===== src/rtl/fifo_ptr_ctrl.sv =====
// fifo_ptr_ctrl: pointer, occupancy and error-flag control for a DEPTH-entry
// FIFO whose storage array lives outside this block.
//
// Ports
//   clk, rst            clock; asynchronous active-high reset
//   clr                 synchronous flush of pointers and count (errors kept)
//   wr_en, rd_en        write / read requests
//   err_clr             synchronous clear of the sticky error flags
//   waddr, raddr        storage addresses, 0..DEPTH-1, wrapping
//   wr_ok, rd_ok        combinational accept strobes for this cycle
//   count               occupied entries, 0..DEPTH
//   full, empty,
//   almost_full,
//   almost_empty        occupancy flags decoded from the registered count
//   overflow, underflow sticky: write while full / read while empty
module fifo_ptr_ctrl #(
  parameter int DEPTH     = 16,
  parameter int AW        = $clog2(DEPTH),
  parameter int AFULL_TH  = DEPTH - 2,
  parameter int AEMPTY_TH = 2
) (
  input  logic          clk,
  input  logic          rst,
  input  logic          clr,
  input  logic          wr_en,
  input  logic          rd_en,
  input  logic          err_clr,
  output logic [AW-1:0] waddr,
  output logic [AW-1:0] raddr,
  output logic          wr_ok,
  output logic          rd_ok,
  output logic [AW:0]   count,
  output logic          full,
  output logic          empty,
  output logic          almost_full,
  output logic          almost_empty,
  output logic          overflow,
  output logic          underflow
);

  localparam logic [AW-1:0] LAST = AW'(DEPTH - 1);
  localparam logic [AW:0]   CMAX = (AW+1)'(DEPTH);
  localparam logic [AW:0]   AFT  = (AW+1)'(AFULL_TH);
  localparam logic [AW:0]   AET  = (AW+1)'(AEMPTY_TH);
  localparam logic [AW:0]   ONE  = (AW+1)'(1);

  // Flags come from the registered count only, so no request input reaches
  // them; they follow an accepted operation one cycle later.
  assign full         = (count == CMAX);
  assign empty        = (count == '0);
  assign almost_full  = (count >= AFT);
  assign almost_empty = (count <= AET);

  // Because full blocks only the write and empty blocks only the read, a
  // simultaneous request at either boundary accepts exactly one side.
  // rst gating keeps wr_ok low during reset even though full is already 0.
  assign wr_ok = wr_en & ~full  & ~clr & ~rst;
  assign rd_ok = rd_en & ~empty & ~clr & ~rst;

  // Error events look at the raw request, independent of clr.
  logic ov_set, un_set;
  assign ov_set = wr_en & full;
  assign un_set = rd_en & empty;

  always_ff @(posedge clk or posedge rst) begin
    if (rst) begin
      waddr <= '0;
      raddr <= '0;
      count <= '0;
    end else if (clr) begin
      waddr <= '0;
      raddr <= '0;
      count <= '0;
    end else begin
      if (wr_ok) waddr <= (waddr == LAST) ? '0 : waddr + AW'(1);
      if (rd_ok) raddr <= (raddr == LAST) ? '0 : raddr + AW'(1);
      case ({wr_ok, rd_ok})
        2'b10:   count <= count + ONE;
        2'b01:   count <= count - ONE;
        default: count <= count;
      endcase
    end
  end

  // Sticky flags: a set event in the same cycle as err_clr wins.
  always_ff @(posedge clk or posedge rst) begin
    if (rst) begin
      overflow  <= 1'b0;
      underflow <= 1'b0;
    end else begin
      overflow  <= ov_set | (overflow  & ~err_clr);
      underflow <= un_set | (underflow & ~err_clr);
    end
  end

endmodule


===== config.mk =====
export PLATFORM = sky130hd
export DESIGN_NAME = fifo_ptr_ctrl
export DESIGN_NICKNAME = d
export VERILOG_FILES = /design/src/rtl/fifo_ptr_ctrl.sv
export SDC_FILE = /design/constraint.sdc
export NUM_CORES = 1
export LEC_CHECK = 0
export ABC_AREA = 1
export CAP_MARGIN = 5
export CORE_MARGIN = 2
export CORE_UTILIZATION = 48
export CTS_BUF_LIST = sky130_fd_sc_hd__clkbuf_8
export DETAILED_ROUTE_END_ITERATION = 8
export PLACE_DENSITY = 0.78
export SYNTH_ARGS = -nofsm -noshare
export SYNTH_HDL_FRONTEND = slang
export SYNTH_SLANG_ARGS = --single-unit

===== constraint.sdc =====
create_clock -name clk -period 2.2 [get_ports clk]
set_input_delay 0.33 -clock clk [delete_from_list [all_inputs] [get_ports clk]]
set_output_delay 0.33 -clock clk [all_outputs]
set_load 0.02 [all_outputs]

# Word-level counts from Yosys, hierarchy flattened
# Index checks and enable logic that the tools add are counted.
dict set report op_classes {
  magnitude_cmp 2
  add_sub_neg 4
  n_bitwise 17
  eq_ne 5
  reduce_logical 4
  mux 8
}
# operator n
set ops {}
lappend ops {{2-to-1 mux 4 bit} 6}
lappend ops {{AND 1 bit} 10}
lappend ops {{one-hot mux 5 bit (2 select lines)} 1}
lappend ops {{adder 4 x 1 -> 4 bit (second input constant)} 2}
lappend ops {{== test 4 bit (second input constant)} 2}
lappend ops {{adder 5 x 1 -> 5 bit (second input constant)} 1}
lappend ops {{== test 5 bit (second input constant)} 1}
lappend ops {{>= comparator 5 x 4 -> 1 bit (second input constant)} 1}
lappend ops {{<= comparator 5 x 2 -> 1 bit (second input constant)} 1}
lappend ops {{zero test 5 bit} 1}
lappend ops {{2-to-1 mux 5 bit} 1}
lappend ops {{NOT 1 bit} 5}
lappend ops {{subtractor 5 x 1 -> 5 bit (second input constant)} 1}
lappend ops {{nonzero test 2 bit} 2}
lappend ops {{nonzero test 3 bit} 1}
lappend ops {{== test 2 x 1 -> 1 bit (second input constant)} 1}
lappend ops {{== test 2 bit (second input constant)} 1}
lappend ops {{OR 1 bit} 2}
dict set report totals {
  inputBits 6
  elab_cells 45
  ff_bits 15
}

# Longest topological paths before layout
dict set report depth {
  word_depth 8
  depth_mapped 17
  ltp_nobuf 17
}

# Least setup slack after synthesis
# Ideal clock, no wire load.
dict set report synth_path {
  path_kind {input port to flip-flop}
  startpoint {input port rst}
  endpoint {register count[4]}
  arrival_ns 2.147
  stages 17
  required_ns 2.082
  path_slack_ns -0.065
  path_cell_list {inv_1 > nand2_1 > nor2_2 > nand2_4 > inv_4 > nand2_4 > fa_1 > inv_1 > nand3_1 > nand2_1 > nand2_1 > nand2_1 > inv_1 > nand2_1 > nand2_1 > nand2_1 > nand2_1}
}
dict set report synth_between {
  elab_chain_len 5
}
# element line_no
set synth_rtl {}
lappend synth_rtl {{start, declared} 23} ;# input logic rst,
lappend synth_rtl {{NOT 1 bit (*)} 58} ;# assign rd_ok = rd_en & ~empty & ~clr & ~rst;
lappend synth_rtl {{AND 1 bit (*)} 58}
lappend synth_rtl {{named net rd_ok} 31} ;# output logic rd_ok,
lappend synth_rtl {{== test 2 x 1 -> 1 bit / == test 2 bit (equally long branches)} 77} ;# case ({wr_ok, rd_ok})
lappend synth_rtl {{one-hot mux 5 bit (2 select lines)} 77}
lappend synth_rtl {{2-to-1 mux 5 bit} 70} ;# end else if (clr) begin
lappend synth_rtl {{end signal, assigned} 78} ;# 2'b10: count <= count + ONE;
lappend synth_rtl {{end signal, assigned} 79} ;# 2'b01: count <= count - ONE;
lappend synth_rtl {{end signal, assigned} 80} ;# default: count <= count;
lappend synth_rtl {{end, declared} 32} ;# output logic [AW:0] count,
# Mark *: on every way through the listed nets, which the timed path passes. The rest lies on a longest branch.
# A chain may end at the register's enable or synchronous reset.

# Final worst setup path
dict set report layout_path {
  startpoint {register count[1]}
  endpoint {output port empty}
}
dict set report layout_between {
  elab_chain_len 1
}
# element line_no
set layout_rtl {}
lappend layout_rtl {{zero test 5 bit} 50} ;# assign empty = (count == '0);
lappend layout_rtl {{end, declared} 34} ;# output logic empty,
# Every way passes these cells.

==> results.json <==
{
  "status": "finished clean",
  "synth_cell_types": 22,
  "initial_utilization_pct": 49.61,
  "ios": 27,
  "synth_nets": 132,
  "hpwl_um": 1935,
  "antenna_found_initial": 0,
  "required_ns": 1.87,
  "maxCapViolCount": 0,
  "syn_area_sq_um": 943.4,
  "grt.overflow.total": 0,
  "grt_pass1_vias": 1017,
  "ys_warn_count": 0,
  "num_rows": 16,
  "fin_util_pct": 75.53,
  "placed_area_sq_mm": 0.001346,
  "slew_violations": 0,
  "grt_pass1_wl_um": 4443,
  "synthTopCellsByArea": "dfrtp_1, nand2_1, inv_1",
  "dieArea_sq_mm": 0.002336,
  "dr.pass1.iters": 4,
  "synth.top_cell.area_share_pct": 39.79,
  "hp-class": "input port to asynchronous set/reset pin",
  "pwr_density_cell_mw_per_mm2": 540.3,
  "ant_nets": 0,
  "die_x_um": 48.34,
  "synth_area_leader_cell": "dfrtp_1",
  "max_clock_freq_mhz": 488.6,
  "holdBufCountCts": 0,
  "finalSetupViolCount": 0,
  "final_nets": 177,
  "gp_congestion": 0.8509,
  "wl_per_cell_um": 13.17,
  "start_kind": "register",
  "p_leak_nw": 0.7532,
  "syn_inst": 120,
  "tightestPinTransition_ns": 0.3843,
  "post-cts-setup-buffers": 0,
  "io_buffers": 26,
  "ys_ff_latch": 15,
  "final_cell_area_sq_mm": 0.001436,
  "fin_crit_ns": 2.047,
  "clock-sinks": 15,
  "core_area_sq_mm": 0.001902,
  "avgSynthCellArea_sq_um": 7.862,
  "dp_cells": 187,
  "crit_fanout": 3,
  "antenna-diode-count": 0,
  "clk_latency_ns": 0.25,
  "relSlewSlack_pct": 73.72,
  "crit_path_end_kind": "primary output",
  "die_y_um": 48.34,
  "vias": 961,
  "cts_buffers": 3,
  "clk_pin_slew_ns": 0.06,
  "grt.total_usage_pct": 24.27,
  "grt_max_degree": 16,
  "tritoncts": "done",
  "critPathKind": "register to primary output",
  "finalWirelength_um": 2516,
  "cts_root_buf": "clkbuf_8",
  "drc": 0,
  "cts_buffer_depth": 2,
  "syn_to_final_growth_pct": 52.25,
  "arrival_ns": 1.72,
  "h-tree-depth": 1,
  "final_cells": 191,
  "finClkSkew_ns": 0.002154,
  "drt_iter0_drc": 14,
  "yosysSeqAreaShare_pct": 39.79,
  "finalHoldViolCount": 0,
  "layout-drive-gt1-share_pct": 24.39,
  "viasPerCell": 5.031,
  "period_share_pct": 93.03,
  "ir_worst_vdd_mv": 0.3598
}
-- what timing repair did --
item,in CTS,in global routing
endpoints found under the setup margin,3,1
pin swaps,0,1
resized for setup,3,13
-- through the flow --
stage | setup WS (ns) | setup TNS [ns] | hold WS (ns) | power (mW)
floorplan | 0.1162 | 0 | 0.1552 | 0.4368
global placement | -0.1253 | -0.3001 | 0.5208 | 0.5427
global route | -0.01807 | -0.01807 | 0.1809 | 0.8215
detailed placement | -0.2026 | -0.5661 | 0.5261 | 0.5515
CTS | 0.04631 | 0 | 0.4855 | 0.7695
finish | 0.1533 | 0 | 0.1652 | 0.7761
-- area by class of cell --
| class | instances | area, sq um |
|---|---|---|
| Clock buffer | 3 | 41.29 |
| Inverter | 21 | 87.58 |
| Sequential cell | 15 | 377.9 |
| Clock inverter | 1 | 3.754 |
| Fill cell | 145 | 465.4 |
| Multi-Input combinational cell | 84 | 525.5 |
| Tap cell | 27 | 33.78 |
| Timing Repair Buffer | 40 | 366.6 |
-- final timing paths --
path                               start  endpoint  slack (ns)  depth (start not counted)
max in group asynchronous            rst  count[4]        1.84                          3
worst max-delay path            count[1]     empty        0.15                          4
worst min-delay path                 rst  overflow        0.17                          3
min in group clk                     clr  count[2]        0.50                          5
worst min register to register  raddr[0]  raddr[0]        0.53                          1
worst max register to register  count[1]  count[4]        0.16                         15
-- worst max-delay path: stages (launching register included) --
cell and delay, ns:
dfrtp_1 0.38, nor2_1 0.24, nand3_2 0.18, inv_1 0.08
clkdlybuf4s50_1 0.59
-- synthesized netlist by cell type (all sizes together) --
library cell  count
o22ai             3
ha                5
dfrtp            15
nand3            13
xor2              2
or2               1
o31ai             1
nand2            36
a2111oi           1
fa                1
nand4             1
inv              21
nor3              1
nor2              9
o21ai             4
a21oi             6
-- logic make-up after synthesis --
group                      share of synthesized area (%)
AOI/OAI and AO/OA                                  9.019
xor gates and xnor gates                           1.857
buffers and inverters                              8.885
and+or+nand+nor                                    31.70
DFF                                                39.79
adders and majority gates                          8.753
-- registers in the layout, indices dropped and copies added, names as in the netlist --
| register | flops |
|---|---|
| count | 5 |
| raddr | 4 |
| waddr | 4 |
| overflow | 1 |
| underflow | 1 |
-- where the power goes --
part | total, mW | switching, mW | leakage, nW | internal (mW)
sequential | 0.315 | 0.0198 | 0.201 | 0.296
combinational | 0.238 | 0.132 | 0.526 | 0.106
clock | 0.222 | 0.0988 | 0.0269 | 0.124
-- per-layer routing --
| layer | global-route usage (%) | vias to the layer above | wire length [um] |
|---|---|---|---|
| li1 | - | 470 | - |
| met2 | 43.52 | 20 | 1343 |
| met5 | 0 | - | 0 |
| met1 | 28.63 | 465 | 1074 |
| met3 | 4.630 | 6 | 55 |
| met4 | 9.524 | 0 | 42 |
-- cells in the final DEF, fill, tap and decap left out, drive strengths merged --
cell type       n
o22ai           3
nor3            1
or2             1
nand3          13
a2111oi         1
buf            14
nor2            9
dlymetal6s2s    2
a21oi           6
nand2          36
clkdlybuf4s50  21
clkinvlp        1
xor2            2
inv            21
o21ai           4
clkbuf          3
nand4           1
dlygate4sd2     3
fa              1
dfrtp          15
o31ai           1
ha              5
No activity file was read; power rests on OpenSTA's default activity.
